**src/rtl/uart_pkg.sv**
```systemverilog
// Shared definitions for the UART loopback frame buffer: frame width helper and FSM encoding.
package uart_pkg;

   localparam int BYTE_NUM_DEF = 4;
   localparam int FRAME_W_DEF  = 8 * BYTE_NUM_DEF;

   typedef enum logic [1:0] {
      ST_IDLE      = 2'd0,
      ST_LAUNCH    = 2'd1,
      ST_WAIT_DONE = 2'd2
   } fifo_state_t;

   function automatic int frame_width(input int byte_num);
      return 8 * byte_num;
   endfunction

endpackage

```
**src/rtl/uart_frame_fifo_ram.sv**
```systemverilog
// Frame storage for uart_frame_fifo: register array, synchronous write, asynchronous read.
module frame_ram #(
   parameter int W          = 32,
   parameter int DEPTH_LOG2 = 2
) (
   input  logic                  clk_50m_i,
   input  logic                  wr_en,
   input  logic [DEPTH_LOG2-1:0] wr_addr,
   input  logic [W-1:0]          wr_data,
   input  logic [DEPTH_LOG2-1:0] rd_addr,
   output logic [W-1:0]          rd_data
);

   // Contents are not reset; the pointers define which entries are meaningful.
   logic [W-1:0] mem [2**DEPTH_LOG2];

   always_ff @(posedge clk_50m_i) begin
      if (wr_en) begin
         mem[wr_addr] <= wr_data;
      end
   end

   assign rd_data = mem[rd_addr];

endmodule

```
**src/rtl/uart_frame_fifo.sv**
```systemverilog
// Frame FIFO between UART rx and tx: stores CRC-valid frames and launches tx one frame at a time.
// Optional drop counter output drop_cnt_o when UART_FRAME_FIFO_DROP_CNT_EN is defined.
//
// state        | meaning
// ST_IDLE      | waiting for a stored frame
// ST_LAUNCH    | send request raised, waiting for tx busy to rise
// ST_WAIT_DONE | frame in flight, waiting for tx busy to fall
module uart_frame_fifo
   import uart_pkg::*;
#(
   parameter int  BYTE_NUM   = 4,
   parameter int  DEPTH_LOG2 = 2,
   localparam int W          = frame_width(BYTE_NUM),
   localparam int CW         = DEPTH_LOG2 + 1
) (
   input  logic          clk_50m_i,
   input  logic          rst_n_i,
   input  logic          wr_valid_i,
   input  logic          wr_crc_ok_i,
   input  logic [W-1:0]  wr_data_i,
   input  logic          tx_busy_i,
   output logic          tx_send_en_o,
   output logic [W-1:0]  tx_data_o,
   output logic [CW-1:0] frame_count_o,
   output logic          full_o,
   output logic          empty_o,
   output logic          drop_o
`ifdef UART_FRAME_FIFO_DROP_CNT_EN
   ,
   output logic [15:0]   drop_cnt_o
`endif
);

   localparam logic [CW-1:0] D_CNT = CW'(2**DEPTH_LOG2);

   fifo_state_t           state, state_nxt;
   logic                  busy_d;
   logic [DEPTH_LOG2-1:0] wr_ptr, rd_ptr;
   logic [W-1:0]          rd_data;
   logic                  push, pop, drop_nxt;
   logic [CW-1:0]         count_nxt;
   logic                  send_en_nxt;
   logic [W-1:0]          data_nxt;

   frame_ram #(
      .W          (W),
      .DEPTH_LOG2 (DEPTH_LOG2)
   ) u_frame_ram (
      .clk_50m_i (clk_50m_i),
      .wr_en     (push),
      .wr_addr   (wr_ptr),
      .wr_data   (wr_data_i),
      .rd_addr   (rd_ptr),
      .rd_data   (rd_data)
   );

   // A full buffer still accepts a frame when a slot is freed on the same edge.
   assign push     = wr_valid_i & wr_crc_ok_i & (~full_o | pop);
   assign drop_nxt = wr_valid_i & (~wr_crc_ok_i | (full_o & ~pop));

   always_comb begin
      count_nxt = frame_count_o;
      if (push && !pop) begin
         count_nxt = frame_count_o + CW'(1);
      end else if (pop && !push) begin
         count_nxt = frame_count_o - CW'(1);
      end
   end

   always_comb begin
      state_nxt   = state;
      send_en_nxt = tx_send_en_o;
      data_nxt    = tx_data_o;
      pop         = 1'b0;
      case (state)
         ST_IDLE: begin
            if (!empty_o) begin
               data_nxt    = rd_data;
               send_en_nxt = 1'b1;
               state_nxt   = ST_LAUNCH;
            end
         end
         ST_LAUNCH: begin
            if (tx_busy_i) begin
               send_en_nxt = 1'b0;
               state_nxt   = ST_WAIT_DONE;
            end
         end
         ST_WAIT_DONE: begin
            if (busy_d && !tx_busy_i) begin
               pop       = 1'b1;
               state_nxt = ST_IDLE;
            end
         end
         default: begin
            send_en_nxt = 1'b0;
            state_nxt   = ST_IDLE;
         end
      endcase
   end

   always_ff @(posedge clk_50m_i or negedge rst_n_i) begin
      if (!rst_n_i) begin
         state         <= ST_IDLE;
         busy_d        <= 1'b0;
         wr_ptr        <= '0;
         rd_ptr        <= '0;
         frame_count_o <= '0;
         full_o        <= 1'b0;
         empty_o       <= 1'b1;
         drop_o        <= 1'b0;
         tx_send_en_o  <= 1'b0;
         tx_data_o     <= '0;
      end else begin
         state         <= state_nxt;
         busy_d        <= tx_busy_i;
         frame_count_o <= count_nxt;
         full_o        <= (count_nxt == D_CNT);
         empty_o       <= (count_nxt == '0);
         drop_o        <= drop_nxt;
         tx_send_en_o  <= send_en_nxt;
         tx_data_o     <= data_nxt;
         if (push) begin
            wr_ptr <= wr_ptr + DEPTH_LOG2'(1);
         end
         if (pop) begin
            rd_ptr <= rd_ptr + DEPTH_LOG2'(1);
         end
      end
   end

`ifdef UART_FRAME_FIFO_DROP_CNT_EN
   always_ff @(posedge clk_50m_i or negedge rst_n_i) begin
      if (!rst_n_i) begin
         drop_cnt_o <= '0;
      end else if (drop_nxt && drop_cnt_o != 16'hFFFF) begin
         drop_cnt_o <= drop_cnt_o + 16'd1;
      end
   end
`endif

endmodule

```
**config.mk**
```make
export PLATFORM = sky130hd
export DESIGN_NAME = uart_frame_fifo
export DESIGN_NICKNAME = d
export VERILOG_FILES = /design/src/rtl/uart_pkg.sv /design/src/rtl/uart_frame_fifo_ram.sv /design/src/rtl/uart_frame_fifo.sv
export SDC_FILE = /design/constraint.sdc
export NUM_CORES = 1
export LEC_CHECK = 0
export BUFFER_PORTS_ARGS = -buffer_cell sky130_fd_sc_hd__buf_2
export CAP_MARGIN = 10
export CORE_MARGIN = 2
export CORE_UTILIZATION = 49
export DETAILED_ROUTE_END_ITERATION = 8
export GPL_TIMING_DRIVEN = 0
export PLACE_DENSITY = 0.7
export SLEW_MARGIN = 20
export SYNTH_ARGS = -nofsm -noshare
export SYNTH_HDL_FRONTEND = slang
export SYNTH_SLANG_ARGS = --single-unit
```
**constraint.sdc**
```tcl
create_clock -name clk_50m_i -period 2.3 [get_ports clk_50m_i]
set_input_delay 0.23 -clock clk_50m_i [delete_from_list [all_inputs] [get_ports clk_50m_i]]
set_output_delay 0.23 -clock clk_50m_i [all_outputs]
set_load 0.01 [all_outputs]
```
After elaboration in Yosys (flattened, before gate mapping)
Memories as Yosys holds them, arrays and structs flattened. A register that Yosys moved wholly into a read port is not among the register bits.
Index checks and enable logic that the tools add are counted.
{"block": "totals", "ff_bits": 14, "ram_bits": 128, "input_bits": 37, "wordCells": 56, "memories": 1}
{"memory": "u_frame_ram.mem", "depth": 4, "width": 32, "read_ports": 1, "rd_clocked_by_memory_dff": 1, "write_ports": 1, "line": "uart_frame_fifo_ram.sv:15", "text": "logic [W-1:0] mem [2**DEPTH_LOG2];"}
{"block": "classes", "addsub": 4, "n_eq_ne": 6, "mux": 13, "bitwise_logic": 11, "n_reduce_logical": 12}
{"operator": "$mux W1", "count": 6}
{"operator": "$mux W2", "count": 3}
{"operator": "$mux W3", "count": 2}
{"operator": "$ne A2 B2 Y1 const B", "count": 3}
{"operator": "$pmux W2 S3", "count": 1}
{"operator": "$reduce_and A3 Y1", "count": 2}
{"operator": "$not A1 Y1", "count": 5}
{"operator": "$add A2 B1 Y2 const B", "count": 2}
{"operator": "$and A1 B1 Y1", "count": 4}
{"operator": "$logic_not A1 Y1", "count": 4}
{"operator": "$add A3 B1 Y3 const B", "count": 1}
{"operator": "$eq A3 B3 Y1 const B", "count": 1}
{"operator": "$logic_and A1 B1 Y1", "count": 3}
{"operator": "$logic_not A3 Y1", "count": 1}
{"operator": "$pmux W1 S3", "count": 1}
{"operator": "$sub A3 B1 Y3 const B", "count": 1}
{"operator": "$eq A2 B1 Y1 const B", "count": 1}
{"operator": "$eq A2 B2 Y1 const B", "count": 1}
{"operator": "$logic_not A2 Y1", "count": 1}
{"operator": "$or A1 B1 Y1", "count": 2}
{"operator": "$reduce_and A2 Y1", "count": 1}

Depth between registers and ports, before layout
Gate-level depths: netlist of run 1.
{"block": "logic_depth", "ltp_word": 11, "depth_mapped": 6, "ltp_nobuf": 6}

By module
A second synthesis of run 1 with hierarchy kept.
{"block": "unflattened", "hier_cells": 301, "area_unflattened_um2": 6583.8}
{"module": "frame_ram", "instances": 1, "cells_per_inst": 171, "area_per_inst_um2": 4689.5, "seq_area_each_um2": 3843.7}
{"module": "uart_frame_fifo", "instances": 1, "cells_per_inst": 130, "area_per_inst_um2": 1894.3, "seq_area_each_um2": 1152.4}

Worst setup path before layout of run 1
Ideal clock, no wire load.
{"block": "synth_timing", "path_type": "register to register", "startpoint": "reg state[0]", "endpoint": "mem u_frame_ram.mem[0][0] (enable)", "setup_time_ns": 0.392, "arrival_ns": 1.876, "required_time_ns": 1.908, "setup_slack_ns": 0.032, "stages_incl_launch_ff": 4, "n_path_buf": 0, "synth_period_minus_slack_ns": 2.268, "cell_sequence": "dfrtp_1 nand4bb_2 a21oi_2 and2_1"}
{"block": "synth_via", "elab_chain_len": 6}
{"element": "start: declaration", "line": "uart_frame_fifo.sv:36", "text": "fifo_state_t state, state_nxt;"}
{"element": "start signal: assignment", "line": "uart_frame_fifo.sv:115", "text": "state <= state_nxt;"}
{"element": "$eq A2 B2 Y1", "line": "uart_frame_fifo.sv:75", "text": "case (state)"}
{"element": "$mux W1", "line": "uart_frame_fifo.sv:75"}
{"element": "$or A1 B1 Y1", "line": "uart_frame_fifo.sv:58", "text": "assign push = wr_valid_i & wr_crc_ok_i & (~full_o | pop);"}
{"element": "$and A1 B1 Y1", "line": "uart_frame_fifo.sv:58"}
{"element": "$mux W1", "line": "uart_frame_fifo_ram.sv:18", "text": "if (wr_en) begin"}
{"element": "$mux W1 (not written as such)", "line": "uart_frame_fifo_ram.sv:19", "text": "mem[wr_addr] <= wr_data;"}
{"element": "end: declaration", "line": "uart_frame_fifo_ram.sv:15"}
No other way between the ends.

Worst setup path after layout of run 1
{"block": "layout_timing", "startpoint": "reg state[0]", "endpoint": "mem u_frame_ram.mem[2][27] (enable)"}
The elaborated chain is that of the path after synthesis.

==> results.yml, run 1 <==
min_path:
  min_path_cells: 1
  hold_class: "primary input to register"
yosys:
  syn-cell-area_um2: 6570
  syn-num-nets: 350
  yosysTopAreaCellShare_pct: 58.5
  synth_warnings: 0
  yosysSeqAreaShare_pct: 76.0
  yosys-top-cells-count: "128 x edfxtp_1, 45 x dfrtp_1, 33 x mux2_2"
  yosysMostFrequentCell: "edfxtp_1"
  yosysUniqueCellTypes: 33
  synth_ff_type: "edfxtp_1"
  synth-edff-count: 128
  syn_area_per_cell_um2: 21.4
  synth.area.top_cells: "edfxtp_1 58%, dfrtp_1 17%, mux4_2 11%"
  synthArstFlopShare_pct: 26.4
  ys_ff_latch: 174
  yosysTopAreaCell: "edfxtp_1"
  postSynthCellCount: 307
route:
  drtAntennaViolNets: 0
  wl_mm: 11.3
  wl_per_cell_um: 18.9
  dr.pass1.iters: 4
  vias: 3136
  post-route-drc-count: 0
  via_per_inst: 5.25
  first_iter_violations: 179
placement:
  dp.cells: 562
  place_ws_ns: -0.0373
  place_hpwl_mm: 7.05
  placement.io_buffers: 75
  globalplace.congestion: 0.693
sta:
  setup-tns-final_ns: 0
  maxSlewViolCount: 0
  period_share_pct: 92.2
  hold_violations: 0
  slew_headroom_pct: 55.0
  max_freq_mhz: 472
  setup_viol: 0
  rsz0062_at_grt: "no"
  worst_slack_ns: 0.180
  worst_pin_slew_ns: 0.674
  fin_skew_ns: 0.00917
  min_period_ns: 2.12
critical_path:
  end_kind: "register"
  r2r_start: "state[0]"
  reg2reg_to: "u_frame_ram.mem[2][27]"
  reg2regPathDepth: 4
  crit_family: "simple AND/OR/NAND/NOR gates"
  crit_slowest_cell: "dfrtp_1"
  worstSetupStartpoint: "state[0]"
  worst-setup-path-type: "register to register"
  crit_buf_inv: 1
  r2r_slack_ns: 0.18
  crit_cells: 4
  crit_end: "u_frame_ram.mem[2][27]"
  cp_data_arrival_time_ns: 2.23
  critPathMaxStageDelay_ns: 0.48
  crit_fanout: 17
  path_cells: "nand4bb_2 -> a21oi_4 -> and2_4 -> buf_16"
  worstPathRequired_ns: 2.41
  startpoint_type: "register"
global_route:
  track_usage_pct: 17.3
  grt_util_met1_pct: 21.7
  gr-max-usage-layer: "met2"
  use_met2_pct: 28.8
  use_met3_pct: 5.13
  grt_max_degree: 47
  antenna_found_initial: 1
  grt_pass1_vias: 3353
  grt-ovfl-total: 0
  grt_pass1_wl_mm: 18.2
die:
  die_y_um: 120
  die_w_um: 120
  core_um2: 13200
  initial_utilization_pct: 49.8
  die-area_um2: 14400
  io_pins: 76
  rows: 42
cts:
  clk_pin_slew_ns: 0.06
  cts_buffers: 17
  insertion_delay_ns: 0.41
  cts_root_buf: "clkbuf_16"
  post-cts-setup-buffers: 0
  cts_buffer_depth: 2
  cts_tree: "yes"
  cts_num_sinks: 174
  htreeDepth: 4
finish:
  syn2layout_area_growth_pct: 20.4
  fillCellCount: 945
  postLayoutCoreUtil_pct: 60.0
  fin_cells: 597
  final_nets: 450
  final_layout_size_suffix_gt1_share_pct: 45.5
outcome:
  status: "completed"
power:
  vdd_ir_drop_max_mv: 0.509
  cellLeakagePower_nw: 2.91
  powerDensity_nw_per_um2: 1280
job:
  maxCapViolations: 0
[power by group]
group	leakage (nW)	total (mW)	switching (mW)	internal (mW)
clock network	0.286	2.86	1.10	1.76
registers	1.70	4.37	0.316	4.06
logic	0.922	2.87	1.35	1.52
total	2.91	10.1	2.76	7.34
[worst min path at each step]
stage	slack [ns]	endpoint	start
after floorplan	-0.07	busy_d	rst_n_i
after global placement	0.43	busy_d	tx_busy_i
after detailed placement	0.31	frame_count_o[0]	rst_n_i
after CTS	0.01	u_frame_ram.mem[2][22]	wr_data_i[22]
after global routing	0.02	u_frame_ram.mem[2][29]	wr_data_i[29]
final	0.03	u_frame_ram.mem[2][29]	wr_data_i[29]
[placed cells by master (no fill, tap or decap), drive strengths merged, types with 4 or more instances in the layout]
master,n
and2,4
buf,88
clkbuf,23
clkinv,5
dfrtp,45
edfxtp,128
ha,6
inv,6
mux2,33
mux4,32
nand2,8
o21ai,5
xnor2,5
[per-stage QoR]
step           area (µm²)  hold WS (ns)  total power, mW
6_report             7920        0.0324             10.1
5_1_grt              7910        0.0215             10.6
4_1_cts              7900        0.0136             10.2
3_5_place_dp         7280         0.314             7.35
3_3_place_gp         7170         0.428             7.19
2_1_floorplan        6570       -0.0656             6.37
[metal layers]
metal	routed length, µm	share of wire [%]	up-vias
met5	0	0	-
li1	-	-	1424
met2	5780	51	61
met1	4900	43	1641
met4	133	1.2	0
met3	468	4.1	10
[registers in the layout, indices dropped and copies added, names as in the netlist]
name             flops
tx_data_o           32
busy_d               1
state                2
tx_send_en_o         1
wr_ptr               2
rd_ptr               2
u_frame_ram.mem    128
empty_o              1
frame_count_o        3
drop_o               1
full_o               1
[kinds of logic (layout without fill, tap and decap cells)]
group,after synthesis,in the layout,share of synthesized area (%)
buffers and inverters,17,130,1.47
muxes,66,66,16.8
and+or+nand+nor,25,25,2.57
other,0,1,0
AOI/OAI and AO/OA,14,14,1.39
DFF,174,174,76.0
xor gates and xnor gates,5,5,0.666
adders and majority gates,6,6,1.14
[what timing repair did]
| item | in CTS | in global routing |
|---|---|---|
| gates cloned | 0 | 0 |
| hold endpoints to repair | 46 | 0 |
| hold buffers | 2 | 0 |
| setup endpoints to repair | 51 | 82 |
| resized for setup | 1 | 4 |
[cell type report]
type	instances	area (µm²)	share of cell area (%)
diodes	1	2.50	0.0316
plain buffers	11	73.8	0.933
clock buffers	21	460	5.82
clock inverters	11	140	1.77
inverters	6	22.5	0.285
multi-input cells	116	1500	18.9
flip-flops and latches	174	5000	63.1
well taps	176	220	2.78
repair buffers	81	500	6.32
(Power assumes the default switching activity.)
==> run 2, diff against run 1 <==
Settings changed: PLACE_DENSITY 0.7 to 0.71.
==> results.yml, run 2 (synthesis gave the netlist of run 1 again) <==
critical_path:
  r2r_slack_ns: 0.14
  worst-setup-path-type: "register to register"
  reg2reg_to: "u_frame_ram.mem[0][2]"
  startpoint_type: "register"
  worstSetupStartpoint: "state[0]"
  r2r_start: "state[0]"
  crit_fanout: 22
  end_kind: "register"
  cp_data_arrival_time_ns: 2.28
  worstPathRequired_ns: 2.42
  reg2regPathDepth: 4
finish:
  largest_register_ffs: 128
  final_layout_size_suffix_gt1_share_pct: 44.4
  postLayoutCoreUtil_pct: 60.2
  final_nets: 460
  fillCellCount: 983
  syn2layout_area_growth_pct: 20.8
  n_antenna_cell: 0
  regArea_um2: 5000
  fin_cells: 606
  final_common_cell: "edfxtp_1"
  top_register: "u_frame_ram.mem"
  largest_registers: "u_frame_ram.mem (128), tx_data_o (32), frame_count_o (3)"
  multi_input_comb_area_um2: 1490
  final_cell_mix: "128 x edfxtp_1, 79 x buf_2, 45 x dfrtp_1"
cts:
  htreeDepth: 4
  cts_buffers: 17
  cts_root_buf: "clkbuf_16"
  cts_buffer_depth: 2
  cts_tree: "yes"
  cts_num_sinks: 174
  clk_pin_slew_ns: 0.06
  insertion_delay_ns: 0.42
global_route:
  antenna_found_initial: 0
  grt-ovfl-total: 0
  grt_pass1_vias: 3348
  track_usage_pct: 17.3
  grt_pass1_wl_mm: 17.9
  grt_max_degree: 47
placement:
  dp.cells: 562
  place_ws_ns: 0.104
  globalplace.congestion: 0.699
  placement.io_buffers: 75
  place_hpwl_mm: 6.89
power:
  powerDensity_nw_per_um2: 1250
  swShare_pct: 27.7
  p_sw_mw: 2.75
  p_int_mw: 7.18
  vdd_ir_drop_max_mv: 0.602
  p_comb_share_pct: 28.4
  pwr-share-clk_pct: 27.5
  power.share.sequential_pct: 44.1
  cellLeakagePower_nw: 2.93
die:
  rows: 42
  die-area_um2: 14400
  io_pins: 76
  initial_utilization_pct: 49.8
  die_y_um: 120
  die_w_um: 120
  core_um2: 13200
route:
  via_per_inst: 5.21
  vias: 3155
  post-route-drc-count: 0
  dr.pass1.iters: 4
  wl_per_cell_um: 18.6
  wl_mm: 11.3
  first_iter_violations: 254
  drtAntennaViolNets: 0
sta:
  slew_headroom_pct: 55.5
  maxSlewViolCount: 0
  hold_violations: 0
  max_freq_mhz: 463
  period_share_pct: 93.9
  setup_viol: 0
  worst_slack_ns: 0.140
  min_period_ns: 2.16
  rsz0062_at_grt: "yes"
  worst_pin_slew_ns: 0.668
  fin_skew_ns: 0.00669
job:
  maxCapViolations: 0
min_path:
  holdCritStartpoint: "wr_data_i[30]"
  hold_end: "u_frame_ram.mem[3][30]"
  min_path_cells: 1
  hold_class: "primary input to register"
outcome:
  status: "completed"
[run 2: cell count changes in the layout (fill, tap and decap cells not counted), moves of 2 or more]
cell,delta
buf_16,-3
and2_4,-4
buf_12,+3
and2_2,+4
clkinv_2,+2
dlygate4sd3_1,+10
[run 2: what timing repair did]
item,in CTS,in global routing
endpoints found under the hold margin,77,0
hold buffers,12,0
setup endpoints to repair,0,7
gates resized for setup,0,0
buffers inserted,0,0
[run 2: metal layers]
layer / up-vias / part of all wire, % / track usage [%]
met1: 1628 / 41 / 21.1
met4: 0 / 1.6 / 6.84
li1: 1436 / - / -
met2: 74 / 53 / 29.0
met5: - / 0 / 0
met3: 17 / 4.6 / 5.32
[run 2: worst max path at each step]
stage          depth (start not counted)                endpoint
2_1_floorplan                          3   u_frame_ram.mem[0][0]
3_3_place_gp                           3  u_frame_ram.mem[2][22]
3_5_place_dp                           4  u_frame_ram.mem[0][22]
4_1_cts                                4  u_frame_ram.mem[0][23]
5_1_grt                                4  u_frame_ram.mem[0][23]
6_report                               4   u_frame_ram.mem[0][2]
[run 2: worst max-delay path, stage by stage, from the launching register on]
cell	delay [ns]
dfrtp_1	0.48
nand4bb_2	0.38
a21oi_2	0.33
and2_2	0.42
buf_12	0.23
[run 2: final cells by class]
| class | count | area share [%] |
|---|---|---|
| Clock buffer | 20 | 5.62 |
| Clock inverter | 12 | 1.51 |
| Buffer | 11 | 0.929 |
| Sequential cell | 174 | 62.9 |
| Multi-Input combinational cell | 116 | 18.7 |
| Timing Repair Buffer | 91 | 7.28 |
| Inverter | 6 | 0.284 |
| Tap cell | 176 | 2.77 |
[run 2: power by group through the flow]
stage,combinational (mW),sequential [mW],clock [mW]
after global placement,2.75,4.42,0
after global routing,3.10,4.45,2.92
after CTS,2.92,4.39,2.79
after detailed placement,2.88,4.44,0
final,2.82,4.38,2.73
after floorplan,1.83,4.55,0
[run 2: metrics by stage]
step / cell area (µm²) / TNS, ns / total power [mW] / hold slack [ns]
final: 7940 / 0 / 9.93 / 0.0246
after floorplan: 6570 / 0 / 6.37 / -0.0656
after CTS: 7940 / 0 / 10.1 / 0.00177
after global placement: 7170 / -90.40 / 7.18 / 0.422
after global routing: 7940 / -0.00635 / 10.5 / 0.00954
after detailed placement: 7260 / 0 / 7.32 / 0.321
